$ cat config.mk
export PLATFORM = sky130hd
export DESIGN_NAME = seq_chunk_adder_flat
export DESIGN_NICKNAME = d
export VERILOG_FILES = /design/src/rtl/seq_chunk_adder_if.sv /design/src/rtl/seq_chunk_adder.sv /design/src/flat_wrapper.sv
export SDC_FILE = /design/constraint.sdc
export NUM_CORES = 1
export LEC_CHECK = 0
export CORE_ASPECT_RATIO = 0.8
export CORE_MARGIN = 3
export CORE_UTILIZATION = 54
export DETAILED_ROUTE_END_ITERATION = 10
export GPL_ROUTABILITY_DRIVEN = 0
export GPL_TIMING_DRIVEN = 0
export PLACE_DENSITY_LB_ADDON = 0.05
export SYNTH_ARGS = -nofsm -noshare
export SYNTH_HDL_FRONTEND = slang
export SYNTH_SLANG_ARGS = --single-unit
export TNS_END_PERCENT = 5
$ cat constraint.sdc
create_clock -name clk -period 4.4 [get_ports clk]
set_input_delay 0.88 -clock clk [delete_from_list [all_inputs] [get_ports clk]]
set_output_delay 0.88 -clock clk [all_outputs]
set_load 0.05 [all_outputs]
$ cat src/rtl/seq_chunk_adder_if.sv
// ============================================================================
//  seq_chunk_adder_if : operand/result handshake bundle for seq_chunk_adder
//  Optional `sub` signal present when SEQ_CHUNK_ADDER_SUB_EN is defined.
//  Rev 1.0
// ============================================================================
`default_nettype none

interface seq_chunk_adder_if #(
  parameter int WIDTH = 16
);
  logic             in_valid;
  logic             in_ready;
  logic [WIDTH-1:0] a;
  logic [WIDTH-1:0] b;
  logic             cin;
`ifdef SEQ_CHUNK_ADDER_SUB_EN
  logic             sub;
`endif
  logic             out_valid;
  logic             out_ready;
  logic [WIDTH-1:0] sum;
  logic             cout;
  logic             ovf;

  modport master (
    output in_valid, a, b, cin,
`ifdef SEQ_CHUNK_ADDER_SUB_EN
    output sub,
`endif
    output out_ready,
    input  in_ready, out_valid, sum, cout, ovf
  );

  modport slave (
    input  in_valid, a, b, cin,
`ifdef SEQ_CHUNK_ADDER_SUB_EN
    input  sub,
`endif
    input  out_ready,
    output in_ready, out_valid, sum, cout, ovf
  );
endinterface

`default_nettype wire

$ cat src/rtl/seq_chunk_adder.sv
// ============================================================================
//  seq_chunk_adder : multi-cycle ripple adder, one CHUNK-bit slice per clock.
//  Optional subtract mode via macro SEQ_CHUNK_ADDER_SUB_EN.
//  Rev 1.0
// ============================================================================
`default_nettype none

module seq_chunk_adder #(
  parameter int WIDTH = 16,
  parameter int CHUNK = 4
) (
  input  logic              clk,
  input  logic              rst,
  seq_chunk_adder_if.slave  bus
);

  localparam int NCHUNK = WIDTH / CHUNK;
  localparam int IDXW   = (NCHUNK > 1) ? $clog2(NCHUNK) : 1;
  localparam logic [IDXW-1:0] LAST_IDX = IDXW'(NCHUNK - 1);

  typedef enum logic [1:0] {
    S_IDLE = 2'd0,
    S_ADD  = 2'd1,
    S_DONE = 2'd2
  } state_t;

  state_t           state_q;
  logic [WIDTH-1:0] a_q;
  logic [WIDTH-1:0] b_q;
  logic [WIDTH-1:0] sum_q;
  logic             carry_q;
  logic             cout_q;
  logic             ovf_q;
  logic             in_ready_q;
  logic             out_valid_q;
  logic [IDXW-1:0]  idx_q;

  logic [CHUNK:0]   chunk_d;
  logic             msb_cin_d;
  logic [WIDTH-1:0] a_d;
  logic [WIDTH-1:0] b_d;
  logic [WIDTH-1:0] sum_d;
  logic [WIDTH-1:0] b_in_d;

  // Operands shift right one slice per cycle so the active slice is always
  // in the low bits; result slices enter sum from the top and land in place
  // after the last slice.
  assign chunk_d   = {1'b0, a_q[CHUNK-1:0]} + {1'b0, b_q[CHUNK-1:0]}
                   + {{CHUNK{1'b0}}, carry_q};
  assign msb_cin_d = a_q[CHUNK-1] ^ b_q[CHUNK-1] ^ chunk_d[CHUNK-1];

  generate
    if (NCHUNK == 1) begin : g_single
      assign a_d   = '0;
      assign b_d   = '0;
      assign sum_d = chunk_d[CHUNK-1:0];
    end else begin : g_multi
      assign a_d   = {{CHUNK{1'b0}}, a_q[WIDTH-1:CHUNK]};
      assign b_d   = {{CHUNK{1'b0}}, b_q[WIDTH-1:CHUNK]};
      assign sum_d = {chunk_d[CHUNK-1:0], sum_q[WIDTH-1:CHUNK]};
    end
  endgenerate

`ifdef SEQ_CHUNK_ADDER_SUB_EN
  assign b_in_d = bus.sub ? ~bus.b : bus.b;
`else
  assign b_in_d = bus.b;
`endif

  always_ff @(posedge clk) begin
    if (rst) begin
      state_q     <= S_IDLE;
      a_q         <= '0;
      b_q         <= '0;
      sum_q       <= '0;
      carry_q     <= 1'b0;
      cout_q      <= 1'b0;
      ovf_q       <= 1'b0;
      in_ready_q  <= 1'b1;
      out_valid_q <= 1'b0;
      idx_q       <= '0;
    end else begin
      case (state_q)
        S_IDLE: begin
          if (bus.in_valid) begin
            a_q        <= bus.a;
            b_q        <= b_in_d;
            carry_q    <= bus.cin;
            sum_q      <= '0;
            idx_q      <= '0;
            in_ready_q <= 1'b0;
            state_q    <= S_ADD;
          end
        end
        S_ADD: begin
          a_q     <= a_d;
          b_q     <= b_d;
          sum_q   <= sum_d;
          carry_q <= chunk_d[CHUNK];
          if (idx_q == LAST_IDX) begin
            idx_q       <= '0;
            cout_q      <= chunk_d[CHUNK];
            ovf_q       <= msb_cin_d ^ chunk_d[CHUNK];
            out_valid_q <= 1'b1;
            state_q     <= S_DONE;
          end else begin
            idx_q <= idx_q + 1'b1;
          end
        end
        S_DONE: begin
          if (bus.out_ready) begin
            out_valid_q <= 1'b0;
            in_ready_q  <= 1'b1;
            state_q     <= S_IDLE;
          end
        end
        default: begin
          out_valid_q <= 1'b0;
          in_ready_q  <= 1'b1;
          state_q     <= S_IDLE;
        end
      endcase
    end
  end

  assign bus.in_ready  = in_ready_q;
  assign bus.out_valid = out_valid_q;
  assign bus.sum       = sum_q;
  assign bus.cout      = cout_q;
  assign bus.ovf       = ovf_q;

endmodule

`default_nettype wire
$ cat src/flat_wrapper.sv
// flat-port wrapper written by rule: the top's interface ports become plain ports
module seq_chunk_adder_flat 
#(
  parameter int WIDTH = 16,
  parameter int CHUNK = 4
)
  (clk, rst, bus_in_valid, bus_a, bus_b, bus_cin, bus_out_ready, bus_in_ready, bus_out_valid, bus_sum, bus_cout, bus_ovf);
  seq_chunk_adder_if #(.WIDTH(WIDTH)) bus_i ();
  input  logic clk;
  input  logic rst;
  input wire logic [$bits(bus_i.in_valid)-1:0] bus_in_valid;
  input wire logic [$bits(bus_i.a)-1:0] bus_a;
  input wire logic [$bits(bus_i.b)-1:0] bus_b;
  input wire logic [$bits(bus_i.cin)-1:0] bus_cin;
  input wire logic [$bits(bus_i.out_ready)-1:0] bus_out_ready;
  output wire logic [$bits(bus_i.in_ready)-1:0] bus_in_ready;
  output wire logic [$bits(bus_i.out_valid)-1:0] bus_out_valid;
  output wire logic [$bits(bus_i.sum)-1:0] bus_sum;
  output wire logic [$bits(bus_i.cout)-1:0] bus_cout;
  output wire logic [$bits(bus_i.ovf)-1:0] bus_ovf;
  assign bus_i.in_valid = bus_in_valid;
  assign bus_i.a = bus_a;
  assign bus_i.b = bus_b;
  assign bus_i.cin = bus_cin;
  assign bus_i.out_ready = bus_out_ready;
  assign bus_in_ready = bus_i.in_ready;
  assign bus_out_valid = bus_i.out_valid;
  assign bus_sum = bus_i.sum;
  assign bus_cout = bus_i.cout;
  assign bus_ovf = bus_i.ovf;
  seq_chunk_adder #(.WIDTH(WIDTH), .CHUNK(CHUNK)) u_core (.clk(clk), .rst(rst), .bus(bus_i));
endmodule
==> results.toml <==
[die]
core_area_mm2 = 0.00436
rows = 21
ios = 57
die_y_um = 67.4
die_w_um = 82.7
start_util_pct = 58.3
die_area_mm2 = 0.00558

[power]
pwr-share-seq_pct = 46.1
combPwrFrac_pct = 18.5
switching_share_pct = 27.8
clkPwrFrac_pct = 35.4
power_leakage_nw = 1.37
p_int_mw = 0.892
switching_power_mw = 0.344
p_total_mw = 1.24
power_density_mw_per_mm2 = 372
vdd_drop_max_mv = 0.236

[yosys]
syn-instance-count = 324
ys_seq_area_share_pct = 44.9
ys_types = 27
synth_area_mm2 = 0.00254
avgSynthCellArea_um2 = 7.85
yosysWarnings = 0
ys_ff_latch = 57
syn-num-nets = 367

[detailed_routing]
wl_per_cell_um = 14.8
drt_pass1_iterations = 4
vias = 2481
ant_nets = 0
wirelength_um = 6640
first_iter_violations = 160
drc = 0
viasPerCell = 5.54

[timing]
slew_violations = 0
period_share_pct = 54.8
rsz0062_at_grt = "no"
max_slew_margin_pct = 56.5
final-setup-viol-count = 0
max_clock_freq_mhz = 415
hold_violations = 0
setup_tns_ns = 0
fin_worst_skew_ns = 0.00775
fin_crit_ns = 2.41
tightest_slew_ns = 0.653

[global_routing]
grt.overflow.total = 0
grt_pass1_vias = 2189
grt_use_total_pct = 25.7
grt_pass1_wl_um = 10500
antenna_found_initial = 0
grt_max_degree = 11

[cts]
postCtsHoldBufs = 0
clk_path_buf_depth = 2
htree_levels = 3
clk_latency_ns = 0.34
cts.sinks = 57
clk_pin_slew_ns = 0.06
cts_setup_buffers = 0
cts_resized = 0
cts_buffers = 9
root_buffer = "clkbuf_8"
cts_tree = "done"

[critical_path]
critical_path_class = "reg2out"
cp-end-kind = "output port"
cp.depth = 1
cpPeakStageDelay_ns = 0.82
critical_path.cell_chain = "clkdlybuf4s50_1"
cp.required_ns = 3.52
cp_max_fo = 3
crit_buf_inv = 1
start_kind = "register"
crit_arrival_ns = 1.53
cp_slowest_cell = "clkdlybuf4s50_1"
reg2reg_depth = 7
path_delay_family = "buffers and inverters"

[cells_and_area]
layout_commonest_cell = "nor2_1"
final_cell_mix = "nor2_1 (104), dfxtp_1 (57), clkdlybuf4s50_1 (54)"
syn_to_final_growth_pct = 30.7
fillers = 362
seq_area_mm2 = 0.00114
layout-drive-gt1-share_pct = 7.42
multi_input_area_mm2 = 0.00126
final_area_mm2 = 0.00332
nets = 432
num_antenna_cells = 0

[place]
placed_area_mm2 = 0.00316
dp_hpwl_um = 4640
io_buffer_count = 54

[hold_path]
holdPathStages = 2
hold_path_class = "reg2reg"

[run]
cap_violations = 0

[run_status]
outcome = "complete, no violations"
-- worst paths after layout --
| kind | from | to | slack (ns) |
|---|---|---|---|
| min | u_core.carry_q | u_core.carry_q | 0.49 |
| max | u_core.bus.sum[15] | bus_sum[15] | 1.99 |
| max reg2reg | u_core.b_q[0] | u_core.bus.ovf | 2.27 |
| min reg2reg | u_core.carry_q | u_core.carry_q | 0.49 |
-- kinds of logic after synthesis --
| family | count (synthesis) | share of synthesized area (%) |
|---|---|---|
| AO/OA/AOI/OAI | 66 | 16.6 |
| XOR/XNOR | 2 | 0.689 |
| adder cells (fa/ha/maj) | 6 | 3.54 |
| buffers and inverters | 29 | 5.66 |
| flip-flops | 57 | 44.9 |
| AND/OR/NAND/NOR | 164 | 28.7 |
-- cells in the mapped netlist --
library cell,number,area [um^2]
ha_1,4,50.1
inv_1,4,15.0
a211oi_1,1,7.51
a22oi_1,22,165
o21bai_1,1,7.51
xor2_1,2,17.5
nor3_1,24,120
nand2b_1,5,31.3
a21o_1,1,7.51
o31ai_1,1,7.51
a211oi_2,2,25.0
or2_1,1,6.26
a311oi_1,1,8.76
dfxtp_1,57,1140
o221ai_1,1,8.76
nand2_1,3,11.3
a21oi_1,35,175
fa_1,2,40.0
a32oi_1,1,8.76
nor2b_1,25,156
buf_6,2,22.5
nand3b_1,1,7.51
buf_4,2,15.0
buf_2,10,50.1
clkbuf_1,11,41.3
nor2_1,104,390
nor2_2,1,6.26
-- power by group through the flow --
stage | sequential [mW] | combinational (mW) | clock, mW
floorplan | 0.590 | 0.135 | 0
global placement | 0.579 | 0.221 | 0
global route | 0.573 | 0.254 | 0.459
finish | 0.570 | 0.229 | 0.438
detailed placement | 0.580 | 0.223 | 0
CTS | 0.569 | 0.226 | 0.440
-- registers in the layout, indices dropped and copies added (netlist names) --
name,flops
u_core.a_q,16
u_core.b_q,16
u_core.bus.cout,1
u_core.bus.in_ready,1
u_core.bus.out_valid,1
u_core.bus.ovf,1
u_core.bus.sum,16
u_core.carry_q,1
u_core.idx_q,2
u_core.state_q,2
-- per-layer routing --
layer	GRT usage (%)	vias up	part of all wire, %
li1	-	1219	-
met1	36.2	1153	48
met2	37.4	100	43
met3	6.80	9	8.6
met4	10.2	0	1.1
met5	0	-	0
-- through the flow --
stage | util (%) | worst slack [ns] | hold slack (ns) | cells
3_3_place_gp | 72.3 | 2.34 | 0.472 | 435
3_5_place_dp | 72.3 | 2.35 | 0.480 | 435
2_1_floorplan | - | 2.54 | 0.462 | 324
4_1_cts | 76.2 | 1.98 | 0.488 | 448
5_1_grt | 76.2 | 1.94 | 0.509 | 448
6_report | 76.2 | 1.99 | 0.487 | 448
-- area by class of cell --
| cell class | count | share of cell area, % |
|---|---|---|
| sequential | 57 | 34.3 |
| buffer | 25 | 3.88 |
| tap | 57 | 2.15 |
| clock buffer | 13 | 5.08 |
| multi-input combinational | 238 | 37.9 |
| inverter | 4 | 0.452 |
| timing repair buffer | 54 | 16.3 |
Power figures use the tool's default switching activity.
